<file path="src/rtl/countdown_sequencer.sv">
// Control sequencer for a two-digit BCD countdown timer.
// It owns the editable preset and tells the datapath when to reload it.
// It gates the 1 Hz decrement enable, reacts to the front-panel buttons
// and times how long the buzzer alarm stays on.
module countdown_sequencer #(
    parameter logic [7:0]  PRESET_DEFAULT = 8'h20,
    parameter int unsigned ALARM_SECS     = 5
) (
    input  logic       clock_1,
    input  logic       reset,
    input  logic       tick,
    input  logic       btn_start,
    input  logic       btn_pause,
    input  logic       btn_inc,
    input  logic       btn_dec,
    input  logic       btn_clear,
    input  logic       count_zero,
    output logic       load,
    output logic [3:0] preset_h,
    output logic [3:0] preset_l,
    output logic       count_en,
    output logic       beep,
    output logic [1:0] state
);

    typedef enum logic [1:0] {
        IDLE  = 2'd0,
        RUN   = 2'd1,
        PAUSE = 2'd2,
        ALARM = 2'd3
    } state_t;

    // The alarm ends on the tick that brings the counter up to ALARM_SECS,
    // so we compare against the count one below it.
    localparam logic [3:0] ALARM_LAST = 4'(ALARM_SECS - 1);

    state_t     state_q, state_d;
    logic [3:0] preset_h_q, preset_h_d;
    logic [3:0] preset_l_q, preset_l_d;
    logic [3:0] alarm_cnt_q, alarm_cnt_d;
    logic       load_q, load_d;
    logic       release_q;   // high for the first clock after reset drops
    logic       preset_nz;

    // BCD increment with units carry and 99 -> 00 wrap.
    function automatic logic [7:0] bcd_inc(input logic [3:0] h, input logic [3:0] l);
        logic [3:0] nh, nl;
        if (l == 4'd9) begin
            nl = 4'd0;
            nh = (h == 4'd9) ? 4'd0 : h + 4'd1;
        end else begin
            nl = l + 4'd1;
            nh = h;
        end
        return {nh, nl};
    endfunction

    // BCD decrement with units borrow and 00 -> 99 wrap.
    function automatic logic [7:0] bcd_dec(input logic [3:0] h, input logic [3:0] l);
        logic [3:0] nh, nl;
        if (l == 4'd0) begin
            nl = 4'd9;
            nh = (h == 4'd0) ? 4'd9 : h - 4'd1;
        end else begin
            nl = l - 4'd1;
            nh = h;
        end
        return {nh, nl};
    endfunction

    assign preset_nz = (preset_h_q != 4'd0) || (preset_l_q != 4'd0);

    // Next-state, preset editing, alarm timing and load request.
    always_comb begin
        state_d     = state_q;
        preset_h_d  = preset_h_q;
        preset_l_d  = preset_l_q;
        alarm_cnt_d = alarm_cnt_q;
        load_d      = 1'b0;
        case (state_q)
            IDLE: begin
                if (btn_clear) begin
                    preset_h_d = PRESET_DEFAULT[7:4];
                    preset_l_d = PRESET_DEFAULT[3:0];
                    load_d     = 1'b1;
                end else if (btn_start && preset_nz) begin
                    state_d = RUN;
                end else if (btn_inc && !btn_dec) begin
                    {preset_h_d, preset_l_d} = bcd_inc(preset_h_q, preset_l_q);
                    load_d = 1'b1;
                end else if (btn_dec && !btn_inc) begin
                    {preset_h_d, preset_l_d} = bcd_dec(preset_h_q, preset_l_q);
                    load_d = 1'b1;
                end
            end
            RUN: begin
                // Reaching zero wins over anything the user pressed this cycle.
                if (count_zero) begin
                    state_d     = ALARM;
                    alarm_cnt_d = 4'd0;
                end else if (btn_clear) begin
                    state_d = IDLE;
                    load_d  = 1'b1;
                end else if (btn_pause) begin
                    state_d = PAUSE;
                end
            end
            PAUSE: begin
                if (btn_clear) begin
                    state_d = IDLE;
                    load_d  = 1'b1;
                end else if (btn_start || btn_pause) begin
                    state_d = RUN;
                end
            end
            ALARM: begin
                // Clear here only acknowledges; the preset is left alone.
                if (btn_start || btn_pause || btn_clear) begin
                    state_d     = IDLE;
                    load_d      = 1'b1;
                    alarm_cnt_d = 4'd0;
                end else if (tick) begin
                    if (alarm_cnt_q == ALARM_LAST) begin
                        state_d     = IDLE;
                        load_d      = 1'b1;
                        alarm_cnt_d = 4'd0;
                    end else begin
                        alarm_cnt_d = alarm_cnt_q + 4'd1;
                    end
                end
            end
        endcase
    end

    // State, preset and load registers; load also fires once after reset.
    always_ff @(posedge clock_1) begin
        if (reset) begin
            state_q     <= IDLE;
            preset_h_q  <= PRESET_DEFAULT[7:4];
            preset_l_q  <= PRESET_DEFAULT[3:0];
            alarm_cnt_q <= 4'd0;
            load_q      <= 1'b0;
            release_q   <= 1'b1;
        end else begin
            state_q     <= state_d;
            preset_h_q  <= preset_h_d;
            preset_l_q  <= preset_l_d;
            alarm_cnt_q <= alarm_cnt_d;
            load_q      <= load_d | release_q;
            release_q   <= 1'b0;
        end
    end

    assign load     = load_q;
    assign preset_h = preset_h_q;
    assign preset_l = preset_l_q;
    assign state    = state_q;
    assign beep     = (state_q == ALARM);
    assign count_en = tick && (state_q == RUN) && !count_zero;

endmodule

</file>
<file path="config.mk">
export PLATFORM = sky130hd
export DESIGN_NAME = countdown_sequencer
export DESIGN_NICKNAME = d
export VERILOG_FILES = /design/src/rtl/countdown_sequencer.sv
export SDC_FILE = /design/constraint.sdc
export NUM_CORES = 1
export LEC_CHECK = 0
export CAP_MARGIN = 40
export CORE_AREA = 3 3 63 65
export DETAILED_ROUTE_END_ITERATION = 8
export DIE_AREA = 0 0 66 68
export PLACE_DENSITY_LB_ADDON = 0.3
export SYNTH_ARGS = -nofsm -noshare
export SYNTH_HDL_FRONTEND = slang
export SYNTH_SLANG_ARGS = --single-unit
</file>
<file path="constraint.sdc">
create_clock -name clock_1 -period 2.3 [get_ports clock_1]
set_input_delay 0.575 -clock clock_1 [delete_from_list [all_inputs] [get_ports clock_1]]
set_output_delay 0.575 -clock clock_1 [all_outputs]
set_load 0.02 [all_outputs]
</file>
After elaboration in Yosys (flattened, before gate mapping)
Index checks and enable logic that the tools add are counted.
W data, S select, Z words.
{"block": "totals", "reg_bits": 16, "out_inout_bits": 13}
{"block": "op_classes", "n_addsub": 5, "eq_ne": 15, "mux": 41, "bitwise_logic": 1, "reduce_logical": 23}
{"operator": "$mux W4", "n": 18}
{"operator": "$mux W2", "n": 10}
{"operator": "$add A4 B1 Y4 const B", "n": 3}
{"operator": "$mux W1", "n": 10}
{"operator": "$eq A4 B4 Y1 const B", "n": 2}
{"operator": "$logic_not A4 Y1", "n": 2}
{"operator": "$ne A2 B2 Y1 const B", "n": 4}
{"operator": "$pmux W2 S4", "n": 1}
{"operator": "$pmux W4 S2", "n": 1}
{"operator": "$reduce_bool A4 Y1", "n": 2}
{"operator": "$sub A4 B1 Y4 const B", "n": 2}
{"operator": "$ne A3 B2 Y1 const B", "n": 2}
{"operator": "$reduce_and A3 Y1", "n": 2}
{"operator": "$reduce_and A6 Y1", "n": 1}
{"operator": "$reduce_bool A3 Y1", "n": 2}
{"operator": "$logic_and A1 B1 Y1", "n": 5}
{"operator": "$reduce_and A5 Y1", "n": 1}
{"operator": "$eq A2 B2 Y1 const B", "n": 2}
{"operator": "$eq A4 B3 Y1 const B", "n": 1}
{"operator": "$ne A4 B4 Y1 const B", "n": 1}
{"operator": "$pmux W1 S4", "n": 1}
{"operator": "$logic_not A1 Y1", "n": 3}
{"operator": "$logic_or A1 B1 Y1", "n": 3}
{"operator": "$ne A3 B1 Y1 const B", "n": 1}
{"operator": "5 further kinds", "n": 5}

Logic depth before layout (Yosys ltp)
Gate-level depths: netlist of the first run.
{"block": "depth", "word_depth": 8, "depth_mapped": 8, "depth_no_buf": 7}

Worst setup path after synthesis of the first run
Ideal clock, no wire load.
{"block": "synth_timing", "path_kind": "register to register", "from": "reg preset_h_q[1] (netlist: preset_h[1])", "to": "reg preset_h_q[0] (netlist: preset_h[0])", "arrival_ns": 1.939, "path_slack_ns": 0.238, "stages_incl_launch_ff": 7, "n_path_buf": 1, "synth_period_minus_slack_ns": 2.062, "path_cell_list": "dfxtp_1 -> buf_6 -> or4_1 -> o41a_1 -> nor3_2 -> o21ai_2 -> mux2_1"}
{"block": "synth_between", "elab_chain_len": 7, "elab_cells_between_ends": 15, "classes_between": "eq/ne: 2; mux: 8; reduce/logical: 5"}
{"element": "start, declared", "line": "38", "source": "logic [3:0] preset_h_q, preset_h_d;"}
{"element": "start signal, assigned", "line": "139", "source": "preset_h_q <= PRESET_DEFAULT[7:4];"}
{"element": "start signal, assigned", "line": "146", "source": "preset_h_q <= preset_h_d;"}
{"element": "$logic_not A4 Y1", "line": "63", "source": "nh = (h == 4'd0) ? 4'd9 : h - 4'd1;"}
{"element": "$mux W4", "line": "63"}
{"element": "$mux W4", "line": "61", "source": "if (l == 4'd0) begin"}
{"element": "$mux W4", "line": "91", "source": "end else if (btn_dec && !btn_inc) begin"}
{"element": "$mux W4", "line": "88", "source": "end else if (btn_inc && !btn_dec) begin"}
{"element": "$mux W4", "line": "86", "source": "end else if (btn_start && preset_nz) begin"}
{"element": "$mux W4", "line": "82", "source": "if (btn_clear) begin"}
Several ways; a longest one is shown, not always the timed one. The select of a mux whose other input is x is not followed.
A chain may end at the register's enable or synchronous reset.

Worst setup path in the final report of the first run
{"block": "layout_timing", "from": "in btn_dec", "to": "reg preset_h_q[2] (netlist: preset_h[2])"}
{"block": "layout_between", "elab_chain_len": 5, "elab_cells_between_ends": 10, "classes_between": "eq/ne: 1; mux: 3; reduce/logical: 6"}
{"element": "start, declared", "line": "15", "source": "input logic btn_dec,"}
{"element": "$logic_not A1 Y1", "line": "88"}
{"element": "$logic_and A1 B1 Y1", "line": "88"}
{"element": "$mux W4", "line": "88"}
{"element": "$mux W4", "line": "86"}
{"element": "$mux W4", "line": "82"}
Several ways; a longest one is shown, not always the timed one. The select of a mux whose other input is x is not followed.

==> out/results.tsv, run 1 <==
metric	value	unit
cp_num_buf_inv	3	
syn_inst	157	
syn-cell-area	1200	um2
die_y	68	um
via_per_inst	5.33	
gp_congestion	0.871	
wirelength	2960	um
cts_tree	done	
synth_fa_ha_area_share	4.18	%
tightest_slew	592	ps
fin_crit	2140	ps
syn_area_per_cell	7.63	um2
num_antenna_cells	0	
grt_max_degree	17	
dp_cells	228	
synth_top_family_by_area	compound AO/OA/AOI/OAI gates	
start_util	35.3	%
ys.flop_type	dfxtp_1	
cts_setup_buffers	0	
grt_pass1_vias	1161	
port_buffers	21	
remaining_drc_errors	0	
dieArea	4490	um2
place_hpwl	2270	um
fin_cells	231	
worstPathCellList	clkdlybuf4s50_1, inv_1, ha_1, buf_4, nand3b_1, o21ai_0, a221oi_1, nor3_1, mux2_1	
tns	0	ps
clk_latency	290	ps
path_class	in -> reg	
power.density	448	nW/um2
ios	22	
clkSinkCount	16	
maxCapViolations	0	
worst_ep_required_time	2480	ps
mostFrequentLayoutCells	20 x clkdlybuf4s50_1, 17 x buf_4, 16 x dfxtp_1	
critical-path-max-stage-delay	480	ps
setup_violations	0	
holdBufCountCts	0	
rows	21	
clock_path_buffers	2	
placed_area	1540	um2
setup_ws	160	ps
fin_skew	3.50	ps
synthMuxAreaShare	4.49	%
finalCritPeriodShare	93.1	%
core_area	3390	um2
async_flop_share	0	%
area_growth	29.8	%
yosysWarnings	0	
final_common_cell	clkdlybuf4s50_1	
max_freq	467	MHz
ys_ff_latch	16	
total_power	696	uW
vias	1232	
grt-ovfl-total	0	
yosys.cell_types.count	52	
cp_top_family	buffers and inverters	
routedWlPerCell	12.8	um
synth_edf_count	0	
yosys.area_share.simple	26.4	%
cts-root-buf	clkbuf_4	
final_max_slew_viol_count	0	
h-tree-depth	1	
synth_compound_area_share	27.6	%
cp-start-kind	primary input	
ys_seq_area_share	26.8	%
relSlewSlack	60.4	%
cpMaxStageDelayCell	clkdlybuf4s50_1	
clk_pin_slew	100	ps
endpoint_kind	flip-flop	
antenna_found_initial	0	
drtPass1Iterations	4	
postSynthNetCount	170	
grt_pass1_wl	5120	um
status	completed	
synthXorXnorAreaFrac	2.93	%
hold_viol_final	0	
cts_buffers	3	
finish.net_count	200	
hold_class	reg -> reg	
path_max_fanout	9	
antenna_left	0	
ir_worst_vdd	0.224	mV
fp.dieW	66	um
arrival	2330	ps
dp_slack	-272	ps
design_area	1550	um2
drive_gt1_share	14.1	%
grt_usage	14.6	%
rsz0062_at_grt	no	
drt_iter0_drc	109	
leakage	0.567	nW
-- registers in the layout, summed over array words and instances, names as in the netlist --
signal / cells
load: 1
alarm_cnt_q: 4
state: 2
release_q: 1
preset_l: 4
preset_h: 4
-- where the power goes --
group | internal, mW | switching (mW)
clock network | 0.0608 | 0.0917
registers | 0.291 | 0.0132
logic | 0.114 | 0.125
-- worst paths after layout --
path / start / endpoint / slack, ps / cells past startpoint
max: btn_dec / preset_h[2] / 160 / 9
max reg2reg: preset_h[3] / preset_h[3] / 310 / 5
min: alarm_cnt_q[3] / alarm_cnt_q[3] / 530 / 2
min reg2reg: alarm_cnt_q[3] / alarm_cnt_q[3] / 530 / 2
-- layout make-up --
cell class | instances | area (um2)
Timing Repair Buffer | 38 | 333
Fill cell | 356 | 1840
Clock buffer | 3 | 22.5
Tap cell | 46 | 57.6
Inverter | 9 | 33.8
Sequential cell | 16 | 320
Multi-Input combinational cell | 119 | 787
-- what timing repair did --
item | CTS | global route
endpoints found under the setup margin | 1 | 2
pin swaps | 0 | 0
gates resized for setup | 1 | 4
-- stage by stage --
step | hold WS [ps] | utilization, %
finish | 530 | 45.8
global route | 563 | 45.8
CTS | 537 | 45.9
detailed placement | 518 | 45.3
global placement | 482 | 45.3
floorplan | 466 | -
-- cell families after synthesis --
group,after synthesis
buffers and inverters,22
adders and majority gates,4
DFF,16
and+or+nand+nor,57
AOI/OAI and AO/OA,49
xor gates and xnor gates,4
muxes,5
-- cells in the mapped netlist, drive strengths merged, types with 2 or more instances --
master  number  share of area (%)
mux2         3                2.8
inv          9                2.8
nand4        2                1.0
or4          2                1.3
mux2i        2                1.7
nor2        12                3.8
buf          4                2.0
xnor2        3                2.2
ha           4                4.2
nor3        10                5.0
nor4         2                1.0
dfxtp       16                 27
nand4b       2                1.5
clkbuf       9                2.8
nand2        9                2.8
nand2b       4                2.1
nand3        3                1.3
nor2b        3                1.6
o31ai        2                1.3
o21a         2                1.3
o21ai       13                5.7
a22oi        2                1.3
a21oi       10                4.2
a31oi        5                2.6
a221oi       2                1.5
-- routing by layer --
layer	track usage, %	share of wire [%]	vias to the layer above
li1	-	-	636
met1	18.3	46	569
met2	25.0	49	25
met3	3.61	4.6	2
met4	3.81	0.88	0
met5	0	0	-
-- worst min-delay path, cell delays in order (launching register included) --
cell and delay [ps]:
dfxtp_1 350, nand2b_1 90, a21oi_1 60
Power figures use the tool's default switching activity.
==> run 2: changes to the inputs <==
CAP_MARGIN = 0   (was 40)
CORE_AREA = 3 3 66 62   (was 3 3 63 65)
DIE_AREA = 0 0 69 65   (was 0 0 66 68)
==> out/results.tsv, run 2 (synthesis gave the netlist of run 1 again) <==
metric	value	unit	change
status	completed		unchanged
r2r_slack	210	ps	was 310 ps
drive_gt1_share	16.0	%	was 14.1%
antenna_left	0		unchanged
rsz0062_at_grt	no		unchanged
leakage	0.593	nW	was 0.567 nW
arrival	1620	ps	was 2330 ps
setup_ws	103	ps	was 160 ps
grt_usage	14.4	%	was 14.6%
grt_max_degree	18		was 17
grt_use_met3	3.72	%	was 3.61%
vias	1252		was 1232
power.density	497	nW/um2	was 448 nW/um2
worst_ep_required_time	1730	ps	was 2480 ps
fin_crit	2200	ps	was 2140 ps
endpoint_kind	output pin		was flip-flop
tightest_slew	541	ps	was 592 ps
hold_path_end	alarm_cnt_q[3]		unchanged
finish.net_count	201		was 200
num_antenna_cells	0		unchanged
holdBufCountCts	0		unchanged
worstPathCellList	clkdlybuf4s50_1		was clkdlybuf4s50_1, inv_1, ha_1, buf_4, nand3b_1, o21ai_0, a221oi_1, nor3_1, mux2_1
rr_worst_depth	5		unchanged
hold_viol_final	0		unchanged
cp-start-kind	flip-flop		was primary input
clkSinkCount	16		unchanged
min_path_cells	2		unchanged
hold_class	reg -> reg		unchanged
antenna_found_initial	0		unchanged
dp_slack	-263	ps	was -272 ps
ir_worst_vdd	0.324	mV	was 0.224 mV
routedWlPerCell	13.4	um	was 12.8 um
maxCapViolations	0		unchanged
place_hpwl	2320	um	was 2270 um
fin_skew	3.42	ps	was 3.50 ps
critical-path-max-stage-delay	710	ps	was 480 ps
cp_num_buf_inv	1		was 3
cts_setup_buffers	0		unchanged
finalCritPeriodShare	95.5	%	was 93.1%
remaining_drc_errors	0		unchanged
cpMaxStageDelayCell	clkdlybuf4s50_1		unchanged
r2r_end	preset_h[2]		was preset_h[3]
path_class	reg -> out		was in -> reg
drtPass1Iterations	4		unchanged
gp_congestion	0.854		was 0.871
hold_ws	507	ps	was 530 ps
mostFrequentLayoutCells	20 x clkdlybuf4s50_1, 18 x buf_4, 16 x dfxtp_1		was 20 x clkdlybuf4s50_1, 17 x buf_4, 16 x dfxtp_1
ios	22		unchanged
area_growth	34.6	%	was 29.8%
setup_violations	0		unchanged
start_util	35.2	%	was 35.3%
met2_usage	25.6	%	was 25.0%
hp-start	alarm_cnt_q[3]		unchanged
fp.dieW	69	um	was 66 um
core_area	3400	um2	was 3390 um2
grt_pass1_wl	5350	um	was 5120 um
cts_buffers	3		unchanged
port_buffers	21		unchanged
dieArea	4490	um2	about the same
clock_path_buffers	2		unchanged
wirelength	3100	um	was 2960 um
cts-root-buf	clkbuf_8		was clkbuf_4
h-tree-depth	1		unchanged
met1_usage	17.3	%	was 18.3%
grt_most_used_layer	met2		unchanged
rows	20		was 21
grt_pass1_vias	1214		was 1161
total_power	801	uW	was 696 uW
grt-ovfl-total	0		unchanged
die_y	65	um	was 68 um
clk_latency	250	ps	was 290 ps
via_per_inst	5.42		was 5.33
max_freq	455	MHz	was 467 MHz
drt_iter0_drc	43		was 109
relSlewSlack	63.9	%	was 60.4%
cp_top_family	buffers and inverters		unchanged
utilization	47.4	%	was 45.8%
cts_resized	1		unchanged
final_common_cell	clkdlybuf4s50_1		unchanged
final_max_slew_viol_count	0		unchanged
r2r-start	preset_h[3]		unchanged
cts_tree	done		unchanged
clk_pin_slew	70	ps	was 100 ps
path_max_fanout	17		was 9
==> run 2: changes by cell type in the layout (fill, tap and decap cells not counted), sizes merged <==
cell and delta:
buf +1, clkbuf +1
==> run 2: worst max-delay path by stage <==
stage | endpoint | slack (ps) | from | cells past startpoint
final | preset_l[0] | 100 | preset_l[0] | 1
after global routing | preset_l[0] | 0.3 | preset_l[0] | 1
after CTS | count_en | 20 | count_zero | 4
after detailed placement | count_en | -260 | count_zero | 4
after global placement | count_en | -230 | count_zero | 4
after floorplan | preset_h[0] | 240 | preset_h[1] | 6
==> run 2: final cells by class <==
cell class / instances / area (um2)
inverter: 9 / 33.8
multi-input combinational: 119 / 807
tap: 44 / 55.1
sequential: 16 / 320
timing repair buffer: 39 / 340
clock buffer: 4 / 55.1
fill: 348 / 1790
==> run 2: power breakdown <==
part           total (mW)  leakage [nW]  switching, mW  internal, mW
Combinational       0.235         0.434          0.121         0.114
Clock               0.254        0.0288          0.102         0.152
Sequential          0.312         0.130         0.0205         0.291
Total               0.801         0.593          0.244         0.557
==> run 2: metrics by stage <==
| stage | area (um2) | TNS [ps] | instances |
|---|---|---|---|
| finish | 1610 | 0 | 231 |
| global route | 1610 | 0 | 231 |
| CTS | 1590 | 0 | 231 |
| detailed placement | 1540 | -853 | 227 |
| global placement | 1540 | -547 | 227 |
| floorplan | 1200 | 0 | 157 |
==> run 2: metal layers <==
layer / vias to the layer above / share of wire [%]
met1: 586 / 45
met3: 4 / 3.0
met2: 23 / 51
met4: 0 / 1.3
li1: 639 / -
met5: - / 0
